--- config.mk ---
export PLATFORM = sky130hd
export DESIGN_NAME = ifetch
export DESIGN_NICKNAME = d
export VERILOG_FILES = /design/src/rtl/ifetch_pkg.sv /design/src/rtl/op_legal.sv /design/src/rtl/ifetch.sv
export SDC_FILE = /design/constraint.sdc
export NUM_CORES = 1
export LEC_CHECK = 0
export BUFFER_PORTS_ARGS = -buffer_cell sky130_fd_sc_hd__buf_2
export CORE_UTILIZATION = 52
export DETAILED_ROUTE_END_ITERATION = 7
export PLACE_DENSITY = 0.79
export SLEW_MARGIN = 30
export SYNTH_ARGS = -nofsm -noshare
export SYNTH_HDL_FRONTEND = slang
export SYNTH_SLANG_ARGS = --single-unit
export TNS_END_PERCENT = 1
--- constraint.sdc ---
create_clock -name i_clk -period 2.69 [get_ports i_clk]
set_clock_uncertainty 0.1 [all_clocks]
set_input_delay 0.269 -clock i_clk [delete_from_list [all_inputs] [get_ports i_clk]]
set_output_delay 0.269 -clock i_clk [all_outputs]
set_load 0.005 [all_outputs]
--- src/rtl/ifetch_pkg.sv ---
// Shared definitions for the fetch stage and the control decoder: FSM states,
// opcode encodings and instruction field positions.
package ifetch_pkg;

   typedef enum logic [1:0] {
      ST_REQ   = 2'd0,
      ST_HOLD  = 2'd1,
      ST_DRAIN = 2'd2
   } state_t;

   localparam logic [3:0] OPC_NOP   = 4'h0;
   localparam logic [3:0] OPC_JUMP  = 4'h1;
   localparam logic [3:0] OPC_SAVE  = 4'h2;
   localparam logic [3:0] OPC_LOAD  = 4'h3;
   localparam logic [3:0] OPC_LOADI = 4'h4;
   localparam logic [3:0] OPC_SLL   = 4'h5;
   localparam logic [3:0] OPC_ADD   = 4'h8;
   localparam logic [3:0] OPC_SUB   = 4'h9;
   localparam logic [3:0] OPC_AND   = 4'hA;
   localparam logic [3:0] OPC_OR    = 4'hB;
   localparam logic [3:0] OPC_XOR   = 4'hC;
   localparam logic [3:0] OPC_SLT   = 4'hE;
   localparam logic [3:0] OPC_BZ    = 4'hF;

   localparam logic [7:0] OP_FIELD_NOP = 8'h00;

   localparam int OP_HI  = 15;
   localparam int OP_LO  = 8;
   localparam int OPC_HI = 15;
   localparam int OPC_LO = 12;
   localparam int IMM_HI = 7;
   localparam int IMM_LO = 0;

endpackage

--- src/rtl/op_legal.sv ---
// Combinational opcode legality check; zero latency, no handshake.
// Only instantiated by ifetch when IFETCH_TRAP_EN is defined.
module op_legal
   import ifetch_pkg::*;
(
   input  logic [3:0] i_opcode,
   output logic       o_legal
);

   always_comb begin
      o_legal = 1'b0;
      case (i_opcode)
         OPC_NOP, OPC_JUMP, OPC_SAVE, OPC_LOAD, OPC_LOADI, OPC_SLL,
         OPC_ADD, OPC_SUB, OPC_AND, OPC_OR, OPC_XOR, OPC_SLT, OPC_BZ: o_legal = 1'b1;
         default: o_legal = 1'b0;
      endcase
   end

endmodule

--- src/rtl/ifetch.sv ---
// Instruction fetch: PC, req/ack imem port, valid/ready hand-off to decode; valid one cycle after ack,
// output held while ready is low. IFETCH_TRAP_EN adds illegal-opcode trapping and the o_illegal port.
module ifetch
   import ifetch_pkg::*;
#(
   parameter int ADDR_W   = 8,
   parameter int RESET_PC = 0
)
(
   input  logic              i_clk,
   input  logic              i_rst_n,
   output logic              o_imem_req,
   output logic [ADDR_W-1:0] o_imem_addr,
   input  logic              i_imem_ack,
   input  logic [15:0]       i_imem_rdata,
   input  logic              i_redirect,
   input  logic [ADDR_W-1:0] i_redirect_addr,
   output logic [7:0]        o_op,
   output logic [7:0]        o_imm,
   output logic [ADDR_W-1:0] o_pc,
   output logic              o_valid,
   input  logic              i_ready
`ifdef IFETCH_TRAP_EN
   ,
   output logic              o_illegal
`endif
);

   localparam logic [ADDR_W-1:0] PC_RST = ADDR_W'(RESET_PC);

   state_t            r_state;
   logic [ADDR_W-1:0] r_pc;
   logic [ADDR_W-1:0] r_pend;
   logic              r_req;
   logic              r_valid;
   logic [7:0]        r_op;
   logic [7:0]        r_imm;
   logic [ADDR_W-1:0] r_pc_out;

   logic [7:0]        w_op_fetch;
   logic              w_accept;
   logic              w_consume;

   // r_req is low only in the first REQ cycle after reset, so an ack there is ignored.
   assign w_accept  = (r_state == ST_REQ) && r_req && i_imem_ack && !i_redirect;
   assign w_consume = (r_state == ST_HOLD) && (i_ready || i_redirect);

`ifdef IFETCH_TRAP_EN
   logic w_legal;
   logic r_illegal;

   op_legal u_op_legal (
      .i_opcode (i_imem_rdata[OPC_HI:OPC_LO]),
      .o_legal  (w_legal)
   );

   assign w_op_fetch = w_legal ? i_imem_rdata[OP_HI:OP_LO] : OP_FIELD_NOP;

   always_ff @(posedge i_clk or negedge i_rst_n) begin
      if (!i_rst_n) begin
         r_illegal <= 1'b0;
      end else if (w_accept) begin
         r_illegal <= !w_legal;
      end else if (w_consume) begin
         r_illegal <= 1'b0;
      end
   end

   assign o_illegal = r_illegal;
`else
   assign w_op_fetch = i_imem_rdata[OP_HI:OP_LO];
`endif

   always_ff @(posedge i_clk or negedge i_rst_n) begin
      if (!i_rst_n) begin
         r_state  <= ST_REQ;
         r_pc     <= PC_RST;
         r_pend   <= PC_RST;
         r_req    <= 1'b0;
         r_valid  <= 1'b0;
         r_op     <= 8'h00;
         r_imm    <= 8'h00;
         r_pc_out <= PC_RST;
      end else begin
         case (r_state)
            ST_REQ: begin
               if (!r_req) begin
                  r_req <= 1'b1;
                  if (i_redirect) r_pc <= i_redirect_addr;
               end else if (w_accept) begin
                  r_op     <= w_op_fetch;
                  r_imm    <= i_imem_rdata[IMM_HI:IMM_LO];
                  r_pc_out <= r_pc;
                  r_pc     <= r_pc + ADDR_W'(1);
                  r_valid  <= 1'b1;
                  r_req    <= 1'b0;
                  r_state  <= ST_HOLD;
               end else if (i_imem_ack) begin
                  r_pc <= i_redirect_addr;
               end else if (i_redirect) begin
                  // Memory cannot abort: keep requesting the old PC and drop its data.
                  r_pend  <= i_redirect_addr;
                  r_state <= ST_DRAIN;
               end
            end
            ST_HOLD: begin
               if (w_consume) begin
                  r_valid <= 1'b0;
                  r_req   <= 1'b1;
                  r_state <= ST_REQ;
                  if (i_redirect) r_pc <= i_redirect_addr;
               end
            end
            ST_DRAIN: begin
               if (i_imem_ack) begin
                  r_pc    <= i_redirect ? i_redirect_addr : r_pend;
                  r_state <= ST_REQ;
               end else if (i_redirect) begin
                  r_pend <= i_redirect_addr;
               end
            end
            default: r_state <= ST_REQ;
         endcase
      end
   end

   assign o_imem_req  = r_req;
   assign o_imem_addr = r_pc;
   assign o_op        = r_op;
   assign o_imm       = r_imm;
   assign o_pc        = r_pc_out;
   assign o_valid     = r_valid;

endmodule

==> summary.md, run 1 <==
| Metric | Value |
|---|---|
| Grt ovf | 0 |
| Sequential Power Share | 38.7% |
| Hold Crit Class | input pin to flop |
| Routability cong. | around 0.90 |
| Largest net degree at the start of global routing | 45 |
| Via-to-Cell Ratio | roughly 5.6 |
| Sw Share | between 40 and 50% |
| Gr usage total | approximately 25% |
| Post-synthesis instance total | between 200 and 300 |
| Status | complete, no violations |
| Synthesized flop and latch total | 44 |
| Vias in the first global route | around 2000 |
| WP data arrival | between 2 and 2.5 ns |
| Synth cell types | 44 |
| Clock power share | approximately 16% |
| Area added between synthesis and finish | 18.0% |
| CTS Buffer Depth | 2 |
| Post-DRT Antenna Nets | 0 |
| Area leader, netlist | dfrtp_1 |
| Core Region | ~4400 um2 |
| Initial DRC count | between 100 and 150 |
| # hold bufs at CTS | 0 |
| Ant. Diodes | 0 |
| Most common cell in the netlist | nand2_1 |
| Final setup TNS | 0 ns |
| RSZ-0062 raised after global routing | no |
| Multiplexer share of the synthesized area | under 10% |
| DP HPWL | a little under 4000 um |
| Seq/Total Area, Yosys | a little under half |
| First-pass GRT wire length | between 9000 and 10000 um |
| Final critical-path required period | 2.26 ns |
| Share of the synthesized area in the top cell type | ~46% |
| Initial antenna violation count | 0 |
| DR vias | approximately 2200 |
| P_int | 1.90 mW |
| Worst rel slew slack | a little under three fifths |
| FP Rows | 24 |
| Clock latency on the worst-skew pair | 0.31 ns |
| Pins Over Slew Limit | 0 |
| Synth Area in Simple Gates | 19.5% |
| Setup ws final | approximately 0.43 ns |
| Drt total wl | between 5000 and 6000 um |
| Max-Cap Viols | 0 |
| Period utilisation layout | 83.9% |
| Initial Util | between 50% and 60% |
| # IOs | between 60 and 70 |
| Worst Path Required | 2.75 ns |
| Layout cells sized above 1 | between 20% and 30% |
| Post-synthesis compound-gate area fraction | 17.8% |
| Syn Nets | about 310 |
| DIE AREA | approximately 5000 um2 |
| CTS tree | yes |
| Critical setup path kind | flop to flop |
| Max incr delay on CP | approximately 0.55 ns |
| Most common library cells after synthesis | nand2_1 (83), dfrtp_1 (44), o21ai_0 (26), inv_1 (13), buf_2 (11) |
| Fin. Hold Viols | 0 |
| Post-CTS Setup Inserts | 0 |
| Crit end category | flop |
| CP Cell Sequence | inv_1 > ha_1 > and4b_2 > nor2_1 > a2111oi_2 > o31ai_1 |
| Post-cts resize count | 0 |
| Crit Path Max Fanout | 19 |
| Register-to-Register Path Depth | 6 |
| Synth Area in XOR/XNOR | under 10% |
| Die height | ~70 um |
| Clk root buf | clkbuf_8 |
| # clock sinks | 44 |
| Die width | about 70 um |
| CP Launch Type | flop |
| Syn avg cell area | ~8.7 um2 |
| Ys Warns | 0 |
| Synth area leaders | dfrtp_1 (46%), nand2_1 (13%), o21ai_0 (5.5%), mux2i_1 (3.8%), mux2_2 (2.8%) |
| Critical path's top delay family | simple AND/OR/NAND/NOR gates |
| P per Cell Area | between 1000 and 1500 nW/um2 |
| Async set-reset flop share out of synthesis | 100% |
| Hold depth | 3 |
| DR DRC count | 0 |
| Slowest CP cell | and4b_2 |
| Slew @ Worst Pin | 0.638 ns |
| CP Buf/Inv Count | 1 |
| Fmax | approximately 440 MHz |
| Leak | 1.44 nW |
| Largest family of logic cells by synthesized area | simple AND/OR/NAND/NOR gates |
| Number of enable flip-flop cells after synthesis | 0 |
| Stages on the worst setup path | 6 |
| WL/cell | about 15 um |
| Combinational fraction of design power | between 40 and 50% |
| Cts bufs inserted | 5 |
| Final setup viols | 0 |
| Port Buffers | 62 |
| Pwr Total | between 3 and 4 mW |
| H-tree depth | 2 |
| Ys flop type | dfrtp_1 |
| Syn Std Cell Area | 2390 um2 |
| Max VDD drop | 0.627 mV |
| Drt first pass iters | 4 |
| Register clock-pin slew on the reported worst setup and hold paths | approximately 0.10 ns |
| Post-Place Setup Slack | 0.456 ns |
| Fin nets | 365 |
| Sw Pwr | 1.33 mW |
| Synth Area in Adders | between 2 and 3% |
[worst min-delay path, delay by kind of cell]
family | cells | cell delay [ns]
buffers and inverters | 1 | 0.07
and+or+nand+nor | 2 | 0.08
[power groups by stage]
stage / Combinational, mW / Sequential (mW) / Clock, mW
2_1_floorplan: 0.998 / 1.20 / 0
3_3_place_gp: 1.39 / 1.25 / 0
3_5_place_dp: 1.44 / 1.27 / 0
4_1_cts: 1.45 / 1.25 / 0.538
5_1_grt: 1.63 / 1.30 / 0.559
6_report: 1.45 / 1.25 / 0.528
[cell usage in the layout (no fill, tap or decap), types with 4 or more instances in the layout]
cell | netlist | final
nand2_1 | 83 | 83
buf_2 | 11 | 61
dfrtp_1 | 44 | 44
o21ai_0 | 26 | 26
inv_1 | 13 | 13
a21oi_1 | 9 | 9
mux2i_1 | 9 | 9
o22ai_1 | 9 | 9
nor2_1 | 8 | 8
mux2_2 | 6 | 6
ha_1 | 5 | 5
clkbuf_8 | 0 | 5
buf_4 | 1 | 4
[cells by family after synthesis]
| logic type | count (synthesis) |
|---|---|
| and+or+nand+nor | 109 |
| AOI/OAI and AO/OA | 68 |
| DFF | 44 |
| buffers and inverters | 31 |
| muxes | 15 |
| adders and majority gates | 5 |
| xor gates and xnor gates | 3 |
[registers in the layout, indices dropped and copies added, names as in the netlist]
signal,count
o_imm,8
o_imem_req,1
o_valid,1
o_imem_addr,8
r_state,2
r_pend,8
o_op,8
o_pc,8
[area by class of cell]
cell class	count	area (um2)
Multi-Input combinational cell	200	1140
Timing Repair Buffer	66	345
Tap cell	52	65.1
Clock inverter	3	46.3
Inverter	14	52.6
Clock buffer	5	68.8
Sequential cell	44	1100
Fill cell	384	1570
[routing by layer]
layer,up-vias,share of wire (%),global-route usage [%]
met5,-,0,0
met2,77,47,38.5
met4,0,1.6,8.67
met1,1020,44,34.7
li1,1047,-,-
met3,9,7.3,5.81
[metrics by stage]
stage	instances	hold slack [ns]	area, um2	util, %
after global placement	375	0.352	2690	61.3
after detailed placement	375	0.357	2690	61.3
after CTS	383	0.0367	2800	64.0
final	384	0.0371	2820	64.2
after floorplan	275	-0.127	2390	-
after global routing	384	0.0388	2820	64.2
[final timing paths]
path / start / end / slack (ns)
max in group asynchronous: i_rst_n / o_valid$_DFFE_PN0P_ / 1.72
min in group asynchronous: i_rst_n / o_imm[7]$_DFFE_PN0P_ / 0.38
setup / recovery: r_state[1]$_DFFE_PN0P_ / o_imem_addr[1]$_DFFE_PN0P_ / 0.43
hold reg to reg: o_op[5]$_DFFE_PN0P_ / o_op[5]$_DFFE_PN0P_ / 0.37
hold / removal: i_imem_rdata[7] / o_imm[7]$_DFFE_PN0P_ / 0.04
setup reg to reg: r_state[1]$_DFFE_PN0P_ / o_imem_addr[1]$_DFFE_PN0P_ / 0.43
No activity file was read; power rests on OpenSTA's default activity.
==> inputs of run 2 (changes only) <==
--- a/config.mk
+++ b/config.mk
@@ -5,10 +5,11 @@
 export SDC_FILE = /design/constraint.sdc
 export NUM_CORES = 1
 export LEC_CHECK = 0
+export ABC_AREA = 1
 export BUFFER_PORTS_ARGS = -buffer_cell sky130_fd_sc_hd__buf_2
-export CORE_UTILIZATION = 52
+export CORE_UTILIZATION = 48
 export DETAILED_ROUTE_END_ITERATION = 7
-export PLACE_DENSITY = 0.79
+export PLACE_DENSITY = 0.76
 export SLEW_MARGIN = 30
 export SYNTH_ARGS = -nofsm -noshare
 export SYNTH_HDL_FRONTEND = slang
==> constraint.sdc (replaced) <==
create_clock -name i_clk -period 1.9 [get_ports i_clk]
set_clock_uncertainty 0.1 [all_clocks]
set_input_delay 0.19 -clock i_clk [delete_from_list [all_inputs] [get_ports i_clk]]
set_output_delay 0.19 -clock i_clk [all_outputs]
set_load 0.005 [all_outputs]
==> summary.md, run 2 <==
| Metric | Value |
|---|---|
| # IOs | 63 (unchanged) |
| Crit end category | flop |
| WL/cell | 12.1 um (-18%) |
| FP Rows | 25 (+4.2%) |
| Synth area leaders | dfrtp_1 (44%), nand2_1 (23%), o21ai_0 (8.0%), inv_1 (4.4%), nand3_1 (3.6%) |
| Most common cell in the netlist | nand2_1 |
| Worst Path Required | 1.99 ns (-0.76 ns) |
| Metal3 WL | 337 um (-19%) |
| Share of the synthesized area in the top cell type | 44.2% (-2.0 points) |
| Initial DRC count | 133 (+3.1%) |
| DIE AREA | 5490 um2 (+13%) |
| Clock latency on the worst-skew pair | 0.30 ns (about the same) |
| Slew @ Worst Pin | 0.510 ns (-0.128 ns) |
| WP data arrival | 1.84 ns (-0.48 ns) |
| CTS Buffer Depth | 2 (unchanged) |
| Area leader, netlist | dfrtp_1 |
| Clk root buf | clkbuf_8 |
| Largest net degree at the start of global routing | 30 (-33%) |
| Drt first pass iters | 4 (unchanged) |
| Gr usage total | 23.1% (-1.9 points) |
| Die width | 74.1 um (+6.2%) |
| Core Region | 4850 um2 (+11%) |
| Syn Nets | 384 (+24%) |
| Ys flop type | dfrtp_1 |
| CP Launch Type | flop |
| DR DRC count | 0 (unchanged) |
| Hold Crit Class | input pin to flop |
| Period utilisation layout | 92.5% (+8.6 points) |
| Fin nets | 462 (+27%) |
| Die height | 74.1 um (+6.2%) |
| Cts bufs inserted | 5 (unchanged) |
| Port Buffers | 62 (unchanged) |
| H-tree depth | 2 (unchanged) |
| DP HPWL | 4260 um (+7.1%) |
| Synth cell types | 25 (-43%) |
| Routability cong. | 0.862 (-4.1%) |
| Post-route design area | 3150 um2 (+12%) |
| Worst rel slew slack | 66.0% (+8.6 points) |
| Initial Util | 51.4% (-3.0 points) |
| Via-to-Cell Ratio | 4.99 (-11%) |
| Most common cell after layout, fill and taps aside | nand2_1 |
| Post-synthesis instance total | 350 (+27%) |
| Placed inst area | 2880 um2 (+7.2%) |
| # clock sinks | 44 (unchanged) |
| DR WL met2 | 2920 um (+11%) |
| Pins Over Slew Limit | 0 (unchanged) |
| Syn avg cell area | 7.12 um2 (-18%) |
| Most frequent cells in the layout | nand2_1 (150), buf_2 (62), dfrtp_1 (44) |
| Status | complete, no violations |
| Final critical-path required period | 1.76 ns (-0.499 ns) |
| Final setup viols | 0 (unchanged) |
| Seq/Total Area, Yosys | 44.2% (-2.0 points) |
| CTS tree | yes |
| Crit Path Max Fanout | 29 (+10) |
| Post-CTS Setup Inserts | 0 (unchanged) |
| Vias in the first global route | 2196 (+8.6%) |
| RSZ-0062 raised after global routing | no |
| Layout cells sized above 1 | 20.6% (-4.7 points) |
| Drt total wl | 5970 um (+5.7%) |
| Fmax | 569 MHz (+28%) |
| Ant. Diodes | 0 (unchanged) |
| Synthesized flop and latch total | 44 (unchanged) |
| Area added between synthesis and finish | 26.1% |
| Max VDD drop | 1.32 mV (+110%) |
| Max-Cap Viols | 0 (unchanged) |
| Critical setup path kind | flop to flop |
| Initial antenna violation count | 0 (unchanged) |
| Fin cells | 495 (+29%) |
| Final setup TNS | 0 ns (unchanged) |
| Ys Warns | 0 (unchanged) |
| Top sig layer | met4 |
| Async set-reset flop share out of synthesis | 100% (unchanged) |
| Cell Count Post-Placement | 471 (+26%) |
| Pwr Total | 4.88 mW (+51%) |
| M1 wire length | 2590 um (+3.1%) |
| First-pass GRT wire length | 9550 um (-1.0%) |
| Post-DRT Antenna Nets | 0 (unchanged) |
| Most common library cells after synthesis | nand2_1 (150), dfrtp_1 (44), o21ai_0 (40), inv_1 (29), nor2_1 (22) |
| Fin. Hold Viols | 0 (unchanged) |
| Syn Std Cell Area | 2490 um2 (+4.5%) |
| Fillcell total | 442 (+15%) |
| Grt ovf | 0 (unchanged) |
| Register clock-pin slew on the reported worst setup and hold paths | 0.09 ns (about the same) |
| Number of enable flip-flop cells after synthesis | 0 (unchanged) |
| P per Cell Area | 1550 nW/um2 (+35%) |
| DR vias | 2472 (+15%) |
| Leak | 1.69 nW (+18%) |
==> run 2: changes by cell type in the layout (fill, tap and decap cells not counted), moves of 5 or more <==
| cell | delta |
|---|---|
| o21ai_0 | +14 |
| nor2_1 | +14 |
| mux2i_1 | -9 |
| mux2_2 | -5 |
| nand2_1 | +67 |
| o22ai_1 | -9 |
| dlygate4sd3_1 | +16 |
| nand3_1 | +16 |
| inv_1 | +16 |
==> run 2: cell families after synthesis <==
family	after synthesis	share of synthesized area, %
XOR/XNOR	2	0.703
AND/OR/NAND/NOR	196	32.4
multiplexers	1	0.452
adder cells (fa/ha/maj)	5	2.51
flip-flops	44	44.2
buffers and inverters	50	8.93
AO/OA/AOI/OAI	52	10.8
==> run 2: final timing paths <==
path                                         from                         end  slack (ns)  cells past startpoint
hold reg to reg               o_op[5]$_DFFE_PN0P_         o_op[5]$_DFFE_PN0P_        0.38                      2
hold / removal                 i_redirect_addr[0]  o_imem_addr[0]$_DFFE_PN0P_        0.16                      5
setup / recovery           r_state[0]$_DFFE_PN0P_  o_imem_addr[2]$_DFFE_PN0P_        0.14                     10
setup reg to reg           r_state[0]$_DFFE_PN0P_  o_imem_addr[2]$_DFFE_PN0P_        0.14                     10
max in group asynchronous                 i_rst_n         o_op[5]$_DFFE_PN0P_        0.91                      3
min in group asynchronous                 i_rst_n       r_pend[2]$_DFFE_PN0P_        0.28                      2
==> run 2: worst max-delay path, stage by stage (launching register included) <==
cell     delay, ns
dfrtp_1       0.42
inv_1         0.13
ha_4          0.20
nand3_2       0.12
nor2_4        0.15
buf_12        0.19
nand2_1       0.07
nand2_1       0.06
nand2_1       0.05
nand2_1       0.09
a21oi_1       0.07
==> run 2: layout make-up <==
class	instances	area, um2	area share [%]
Sequential cell	44	1100	35.0
Multi-Input combinational cell	256	1180	37.6
Timing Repair Buffer	88	573	18.2
Inverter	33	124	3.94
Clock inverter	2	12.5	0.398
Clock buffer	5	68.8	2.19
Tap cell	67	83.8	2.67
==> run 2: where the power goes <==
group          leakage, nW  internal [mW]  switching, mW  total, mW
registers            0.545           1.38          0.332       1.71
logic                 1.11           1.08           1.50       2.58
clock network       0.0400          0.249          0.329      0.579
total                 1.69           2.71           2.16       4.88
==> run 2: repair_timing <==
| item | 4_1_cts | 5_1_grt |
|---|---|---|
| resized for setup | 0 | 2 |
| setup endpoints to repair | 0 | 10 |
| hold buffers | 17 | 0 |
| endpoints found under the hold margin | 36 | 0 |
==> run 2: through the flow <==
step,utilization (%),hold slack [ns],setup slack (ns)
2_1_floorplan,-,-0.206,0.262
3_3_place_gp,59.4,0.0849,0.116
3_5_place_dp,59.4,0.0861,0.0289
4_1_cts,64.6,0.165,0.00893
5_1_grt,64.9,0.221,0.0187
6_report,64.9,0.164,0.142
==> run 2: per-layer routing <==
layer	up-vias	track usage (%)
met5	-	0
met4	0	10.7
li1	1245	-
met2	75	38.8
met3	13	5.01
met1	1139	28.4
